**config.mk**
```make
export PLATFORM = sky130hd
export DESIGN_NAME = decode_stage_hz
export DESIGN_NICKNAME = d
export VERILOG_FILES = /design/src/rtl/decode_pkg.sv /design/src/rtl/decode_stage_hz_regfile.sv /design/src/rtl/decode_stage_hz.sv
export SDC_FILE = /design/constraint.sdc
export NUM_CORES = 2
export LEC_CHECK = 0
export ABC_CLOCK_PERIOD_IN_PS = 3650
export BUFFER_PORTS_ARGS = -buffer_cell sky130_fd_sc_hd__buf_4
export CORE_AREA = 2 2 317 319
export CTS_CLUSTER_DIAMETER = 200
export DETAILED_ROUTE_END_ITERATION = 8
export DIE_AREA = 0 0 319 321
export PLACE_DENSITY = 0.82
export SYNTH_ARGS = -nofsm -noshare
export SYNTH_HDL_FRONTEND = slang
export SYNTH_SLANG_ARGS = --single-unit
```
**constraint.sdc**
```tcl
create_clock -name i_clock -period 3.65 [get_ports i_clock]
set_input_delay 0 -clock i_clock [delete_from_list [all_inputs] [get_ports i_clock]]
set_output_delay 0 -clock i_clock [all_outputs]
set_load 0.02 [all_outputs]
```
**src/rtl/decode_pkg.sv**
```systemverilog
// Shared opcode/funct constants and instruction field-position helpers
// for the MIPS decode stage.
package decode_pkg;

  localparam logic [5:0] R_TYPE = 6'h00;
  localparam logic [5:0] BEQ    = 6'h04;
  localparam logic [5:0] BNE    = 6'h05;
  localparam logic [5:0] ADDI   = 6'h08;
  localparam logic [5:0] ADDIU  = 6'h09;
  localparam logic [5:0] SLTI   = 6'h0A;
  localparam logic [5:0] SLTIU  = 6'h0B;
  localparam logic [5:0] ANDI   = 6'h0C;
  localparam logic [5:0] ORI    = 6'h0D;
  localparam logic [5:0] XORI   = 6'h0E;
  localparam logic [5:0] LUI    = 6'h0F;
  localparam logic [5:0] LW     = 6'h23;
  localparam logic [5:0] SW     = 6'h2B;

  localparam logic [5:0] JR     = 6'h08;

  localparam int DEF_NB_DATA   = 32;
  localparam int DEF_NB_ADDR   = 5;
  localparam int DEF_NB_OPCODE = 6;

  // imm occupies everything below rs/rt; rt sits just above it.
  function automatic int imm_width(
    input int nb_data,
    input int nb_opcode,
    input int nb_addr
  );
    return nb_data - nb_opcode - 2 * nb_addr;
  endfunction

  function automatic int rt_lsb(
    input int nb_data,
    input int nb_opcode,
    input int nb_addr
  );
    return imm_width(nb_data, nb_opcode, nb_addr);
  endfunction

  function automatic int rs_lsb(
    input int nb_data,
    input int nb_opcode,
    input int nb_addr
  );
    return imm_width(nb_data, nb_opcode, nb_addr) + nb_addr;
  endfunction

  localparam int DEF_IMM_W =
    imm_width(DEF_NB_DATA, DEF_NB_OPCODE, DEF_NB_ADDR);

endpackage

```
**src/rtl/decode_stage_hz_regfile.sv**
```systemverilog
// 2-read / 1-write register file with r0 hardwired to zero,
// write-through read bypass and synchronous clear.
module register_file_bypass #(
  parameter int NB_DATA = 32,
  parameter int NB_ADDR = 5
) (
  input  logic               i_clock,
  input  logic               i_reset,
  input  logic [NB_ADDR-1:0] i_rd_addr_a,
  input  logic [NB_ADDR-1:0] i_rd_addr_b,
  output logic [NB_DATA-1:0] o_rd_data_a,
  output logic [NB_DATA-1:0] o_rd_data_b,
  input  logic               i_wr_enable,
  input  logic [NB_ADDR-1:0] i_wr_addr,
  input  logic [NB_DATA-1:0] i_wr_data
);

  localparam int DEPTH = 2 ** NB_ADDR;

  logic [NB_DATA-1:0] mem [DEPTH];
  logic               wr_ok;

  assign wr_ok = i_wr_enable && (i_wr_addr != '0);

  always_ff @(posedge i_clock) begin
    if (i_reset) begin
      for (int i = 0; i < DEPTH; i++) mem[i] <= '0;
    end else if (wr_ok) begin
      mem[i_wr_addr] <= i_wr_data;
    end
  end

  // r0 check comes first so a write to r0 never leaks through the bypass
  assign o_rd_data_a =
    (i_rd_addr_a == '0) ? '0 :
    (wr_ok && i_wr_addr == i_rd_addr_a) ? i_wr_data :
    mem[i_rd_addr_a];

  assign o_rd_data_b =
    (i_rd_addr_b == '0) ? '0 :
    (wr_ok && i_wr_addr == i_rd_addr_b) ? i_wr_data :
    mem[i_rd_addr_b];

endmodule

```
**src/rtl/decode_stage_hz.sv**
```systemverilog
// MIPS decode stage: field decode, register read, load-use hazard,
// in-stage BEQ/BNE resolution and the ID/EX pipeline register.
module decode_stage_hz
  import decode_pkg::*;
#(
  parameter int NB_DATA   = 32,
  parameter int NB_ADDR   = 5,
  parameter int NB_PC     = 32,
  parameter int NB_OPCODE = 6,
  parameter int NB_SA     = 5
) (
  input  logic                 i_clock,
  input  logic                 i_reset,
  input  logic                 i_valid,
  input  logic [NB_DATA-1:0]   i_instruction,
  input  logic [NB_PC-1:0]     i_pc,
  input  logic                 i_flush,
  input  logic                 i_wb_wr_enable,
  input  logic [NB_ADDR-1:0]   i_wb_wr_addr,
  input  logic [NB_DATA-1:0]   i_wb_data,
  input  logic                 i_ex_mem_read,
  input  logic                 i_ex_reg_write,
  input  logic [NB_ADDR-1:0]   i_ex_wr_addr,
  output logic                 o_stall,
  output logic                 o_branch_taken,
  output logic [NB_PC-1:0]     o_branch_target,
  output logic                 o_valid,
  output logic                 o_reg_write,
  output logic                 o_mem_read,
  output logic                 o_mem_write,
  output logic [NB_DATA-1:0]   o_rs_data,
  output logic [NB_DATA-1:0]   o_rt_data,
  output logic [NB_DATA-1:0]   o_imm,
  output logic [NB_ADDR-1:0]   o_rs_addr,
  output logic [NB_ADDR-1:0]   o_rt_addr,
  output logic [NB_ADDR-1:0]   o_wr_addr,
  output logic [NB_SA-1:0]     o_sa,
  output logic [NB_OPCODE-1:0] o_alu_ctrl_opcode,
  output logic [NB_PC-1:0]     o_pc
);

  localparam int NB_IMM = imm_width(NB_DATA, NB_OPCODE, NB_ADDR);
  localparam int RT_LSB = rt_lsb(NB_DATA, NB_OPCODE, NB_ADDR);
  localparam int RS_LSB = rs_lsb(NB_DATA, NB_OPCODE, NB_ADDR);
  localparam int SA_LSB = NB_OPCODE;
  localparam int RD_LSB = NB_OPCODE + NB_SA;

  logic [NB_OPCODE-1:0] opcode;
  logic [NB_OPCODE-1:0] funct;
  logic [NB_ADDR-1:0]   rs;
  logic [NB_ADDR-1:0]   rt;
  logic [NB_ADDR-1:0]   rd;
  logic [NB_SA-1:0]     sa;
  logic [NB_IMM-1:0]    imm;

  assign opcode = i_instruction[NB_DATA-1 -: NB_OPCODE];
  assign rs     = i_instruction[RS_LSB +: NB_ADDR];
  assign rt     = i_instruction[RT_LSB +: NB_ADDR];
  assign rd     = i_instruction[RD_LSB +: NB_ADDR];
  assign sa     = i_instruction[SA_LSB +: NB_SA];
  assign funct  = i_instruction[NB_OPCODE-1:0];
  assign imm    = i_instruction[NB_IMM-1:0];

  logic [NB_DATA-1:0] rs_data;
  logic [NB_DATA-1:0] rt_data;

  register_file_bypass #(
    .NB_DATA (NB_DATA),
    .NB_ADDR (NB_ADDR)
  ) u_regfile (
    .i_clock     (i_clock),
    .i_reset     (i_reset),
    .i_rd_addr_a (rs),
    .i_rd_addr_b (rt),
    .o_rd_data_a (rs_data),
    .o_rd_data_b (rt_data),
    .i_wr_enable (i_wb_wr_enable),
    .i_wr_addr   (i_wb_wr_addr),
    .i_wr_data   (i_wb_data)
  );

  logic is_r, is_alu_i, is_lw, is_sw, is_beq, is_bne, zext;

  assign is_r     = (opcode == R_TYPE);
  assign is_alu_i = (opcode >= ADDI) && (opcode <= LUI);
  assign is_lw    = (opcode == LW);
  assign is_sw    = (opcode == SW);
  assign is_beq   = (opcode == BEQ);
  assign is_bne   = (opcode == BNE);
  assign zext     = (opcode >= ANDI) && (opcode <= LUI);

  logic [NB_DATA-1:0] imm_ext;

  assign imm_ext = zext ?
    {{(NB_DATA-NB_IMM){1'b0}}, imm} :
    {{(NB_DATA-NB_IMM){imm[NB_IMM-1]}}, imm};

  logic                 dec_rw, dec_mr, dec_mw;
  logic [NB_ADDR-1:0]   dec_wr;
  logic [NB_OPCODE-1:0] dec_alu;

  always_comb begin
    dec_rw  = 1'b0;
    dec_mr  = 1'b0;
    dec_mw  = 1'b0;
    dec_wr  = rt;
    dec_alu = opcode;
    unique case (1'b1)
      is_r: begin
        dec_alu = funct;
        dec_wr  = rd;
        dec_rw  = (funct != JR);
      end
      is_alu_i: dec_rw = 1'b1;
      is_lw: begin
        dec_rw = 1'b1;
        dec_mr = 1'b1;
      end
      is_sw: dec_mw = 1'b1;
      default: ;
    endcase
  end

  // Branches compare in ID, so any EX producer must wait, not just loads
  logic ex_hit;

  assign ex_hit = (i_ex_wr_addr != '0) &&
                  ((i_ex_wr_addr == rs) || (i_ex_wr_addr == rt));

  assign o_stall = i_valid && i_ex_reg_write && ex_hit &&
                   (i_ex_mem_read || is_beq || is_bne);

  logic               eq;
  logic [NB_PC-1:0]   br_off;

  assign eq     = (rs_data == rt_data);
  assign br_off = {{(NB_PC-NB_IMM-2){imm[NB_IMM-1]}}, imm, 2'b00};

  assign o_branch_target = i_pc + br_off;
  assign o_branch_taken  = i_valid && !o_stall && !i_flush &&
                           ((is_beq && eq) || (is_bne && !eq));

  always_ff @(posedge i_clock) begin
    if (i_reset || i_flush || o_stall) begin
      o_valid           <= 1'b0;
      o_reg_write       <= 1'b0;
      o_mem_read        <= 1'b0;
      o_mem_write       <= 1'b0;
      o_rs_data         <= '0;
      o_rt_data         <= '0;
      o_imm             <= '0;
      o_rs_addr         <= '0;
      o_rt_addr         <= '0;
      o_wr_addr         <= '0;
      o_sa              <= '0;
      o_alu_ctrl_opcode <= '0;
      o_pc              <= '0;
    end else begin
      o_valid           <= i_valid;
      o_reg_write       <= i_valid && dec_rw;
      o_mem_read        <= i_valid && dec_mr;
      o_mem_write       <= i_valid && dec_mw;
      o_rs_data         <= rs_data;
      o_rt_data         <= rt_data;
      o_imm             <= imm_ext;
      o_rs_addr         <= rs;
      o_rt_addr         <= rt;
      o_wr_addr         <= dec_wr;
      o_sa              <= sa;
      o_alu_ctrl_opcode <= dec_alu;
      o_pc              <= i_pc;
    end
  end

endmodule

```
==> results.toml <==
[sta]
worstMarginPinSlew_ns = 1.38
max_freq_mhz = 209
fin_crit_ns = 4.79
finalCritPeriodShare = 1.31
setup_slack_ns = -1.14
relSlewSlack = 0.0731
drv_slew = 0
rsz0062_at_grt = "true"
hold_ws_ns = 0.0704
finalHoldViolCount = 0
setup_violations = 1
fin_skew_ns = 0.0370

[yosys]
yosysMostFrequentCell = "and2_1"
synth_flop_cell = "edfxtp_1"
yosysSeqAreaShare = 0.550
synthDistinctLibCells = 71
synth_cells = 4276
netlist.area_leader.share = 0.505
synth_commonest_cells = "1061 x and2_1, 1024 x edfxtp_1, 477 x mux4_2"
ys_warn_count = 0
yosys_register_bits = 1162
async_flop_share = 0
synth_area_per_cell_um2 = 14.2
netlist_area_mm2 = 0.0609
synth_area_leaders = "edfxtp_1 50%, mux4_2 18%, and2_1 11%"
synth_edf_count = 1024
yosysTopAreaCell = "edfxtp_1"

[route]
wire_per_inst_um = 36.6
vias = 46200
drt_iter0_drc = 9146
vias_per_cell = 7.36
ant_nets = 0
drc = 0
finalWirelength_um = 230000
dr.pass1.iters = 9

[clock_tree]
cts_tree = "built"
cts_made_buffers = 117
clock_sinks = 1162
clk_pin_slew_ns = 0.06
cts.htree.levels = 3
clk_path_buf_depth = 3
clk_latency_ns = 0.73
cts_root_buf = "clkbuf_16"

[placed_design]
placed_cell_area_mm2 = 0.0672
gp_congestion = 0.996
pre_cts_ws_ns = -0.595
io_buffers = 304
hpwlAfterDp_um = 141000

[finish]
syn_to_final_growth_pct = 19.5
nFillCells = 5796
drive_gt1_frac = 0.311
finalNetCount = 5011
utilization = 0.733
final_area_mm2 = 0.0728

[die]
die_w_um = 319
pin_count = 305
core.rowCount = 116
die_area_mm2 = 0.102
initial_core_util = 0.613
die_h_um = 321
coreArea_mm2 = 0.0993

[grt]
grt_max_degree = 71
grt_pass1_vias = 45500
antenna_found_initial = 16
grt_first_pass_wirelength_um = 322000
grt.overflow.total = 0
track_usage = 0.445

[setup_path]
arrival_ns = 4.79
crit_path_end_kind = "output pin"
startpoint_type = "register"
path_class = "reg -> out"
cp_max_fo = 2
cp_cell_sequence = "mux4_2, mux4_2, nor2b_1, a221o_1, xor2_2, nor4_2, nand4_1, nor4_4, buf_4, nand4_1, a2111oi_4, buf_4"
cp.required_ns = 3.65
cp_slowest_cell = "mux4_2"
max_stage_delay_ns = 0.50

[hold_path]
min_path_type = "in -> reg"

[outcome]
status = "complete, but fails checks"
violations = "setup timing"

[power]
post-layout-total-power_mw = 33.7
p_leak_nw = 27.0
power_density_mw_per_mm2 = 463
peakVddDrop_mv = 0.449

[flow_run]
drv_cap = 0
## sequential cells by signal, indices dropped and copies added (netlist names), 5 cells and up
signal and flops:
o_wr_addr 5, o_rt_addr 5, o_rt_data 32, o_alu_ctrl_opcode 6, o_imm 17, o_pc 32
o_rs_addr 5, o_rs_data 32, u_regfile.mem 1024
## worst max-delay path, delay by kind of cell, from the launching register on
family | cells | cell delay (ns)
multiplexers | 2 | 0.97
AO/OA/AOI/OAI | 2 | 0.71
buffers and inverters | 2 | 0.38
flip-flops | 1 | 0.42
XOR/XNOR | 1 | 0.20
AND/OR/NAND/NOR | 5 | 1.36
## kinds of logic (layout without fill, tap and decap cells)
logic type	after synthesis	after routing	share of synthesized area
AO/OA/AOI/OAI	380	380	0.0426
other	1	44	0.0000616
buffers and inverters	456	1114	0.0339
XOR/XNOR	78	78	0.0112
adder cells (fa/ha/maj)	30	30	0.00629
flip-flops	1162	1162	0.550
AND/OR/NAND/NOR	1504	1504	0.145
multiplexers	665	665	0.210
## cell type report
type	count	area, µm²	share of cell area
clock inverters	54	539	0.00741
flip-flops and latches	1162	33500	0.461
well taps	1298	1620	0.0223
inverters	23	86.3	0.00119
clock buffers	162	3490	0.0480
multi-input cells	2689	25800	0.354
diodes	12	30.0	0.000413
repair buffers	875	7730	0.106
## placed cells by master, fill, tap and decap left out, types with 53 or more instances in the layout
cell           Yosys  routed
a211oi_1          54      53
a21oi_1           65      62
and2_1          1061    1061
buf_12             1      62
buf_4             44     668
clkbuf_16          0     128
dfxtp_1          138     138
dlygate4sd3_1      0     139
edfxtp_1        1024    1024
mux2i_1          135     135
mux4_2           477     478
nand2_1           61      61
nor2_1           152     121
nor2b_1           56      56
o22ai_1           56      55
## stage by stage
stage | instances | setup TNS (ns)
2_1_floorplan | 4307 | 0
3_3_place_gp | 5905 | -0.541
3_5_place_dp | 5905 | -0.595
4_1_cts | 6260 | -0.929
5_1_grt | 6265 | -1.30
6_report | 6275 | -1.14
## worst paths after layout
path	slack (ns)	startpoint	to	cells past startpoint
max	-1.14	u_regfile.mem[9][17]$_SDFFCE_PN0P_	o_branch_taken	12
min	0.07	i_instruction[17]	o_wr_addr[1]$_SDFF_PP0_	5
max reg2reg	1.09	u_regfile.mem[12][8]$_SDFFCE_PN0P_	o_rt_data[8]$_SDFF_PP0_	5
min reg2reg	1.16	u_regfile.mem[9][5]$_SDFFCE_PN0P_	o_rt_data[5]$_SDFF_PP0_	7
## timing repair
| item | CTS | global route |
|---|---|---|
| pin swaps | 3 | 4 |
| setup buffers | 0 | 2 |
| hold buffers | 139 | 0 |
| endpoints found under the setup margin | 1 | 7 |
| resized for setup | 4 | 18 |
| endpoints found under the hold margin | 1092 | 0 |
## report_power, final
part	internal (mW)	total (mW)	switching, mW
Clock	7.30	12.7	5.35
Sequential	15.2	15.6	0.408
Combinational	2.34	5.44	3.09
Total	24.8	33.7	8.85
## routing by layer
layer,GRT usage,wire length (µm),vias to the layer above
met4,0.350,22800,16
li1,-,-,17300
met2,0.652,97900,5184
met1,0.542,69700,22200
met3,0.158,39200,1444
met5,0.00142,107,-
Note: power is estimated with default switching activity, not from simulation.
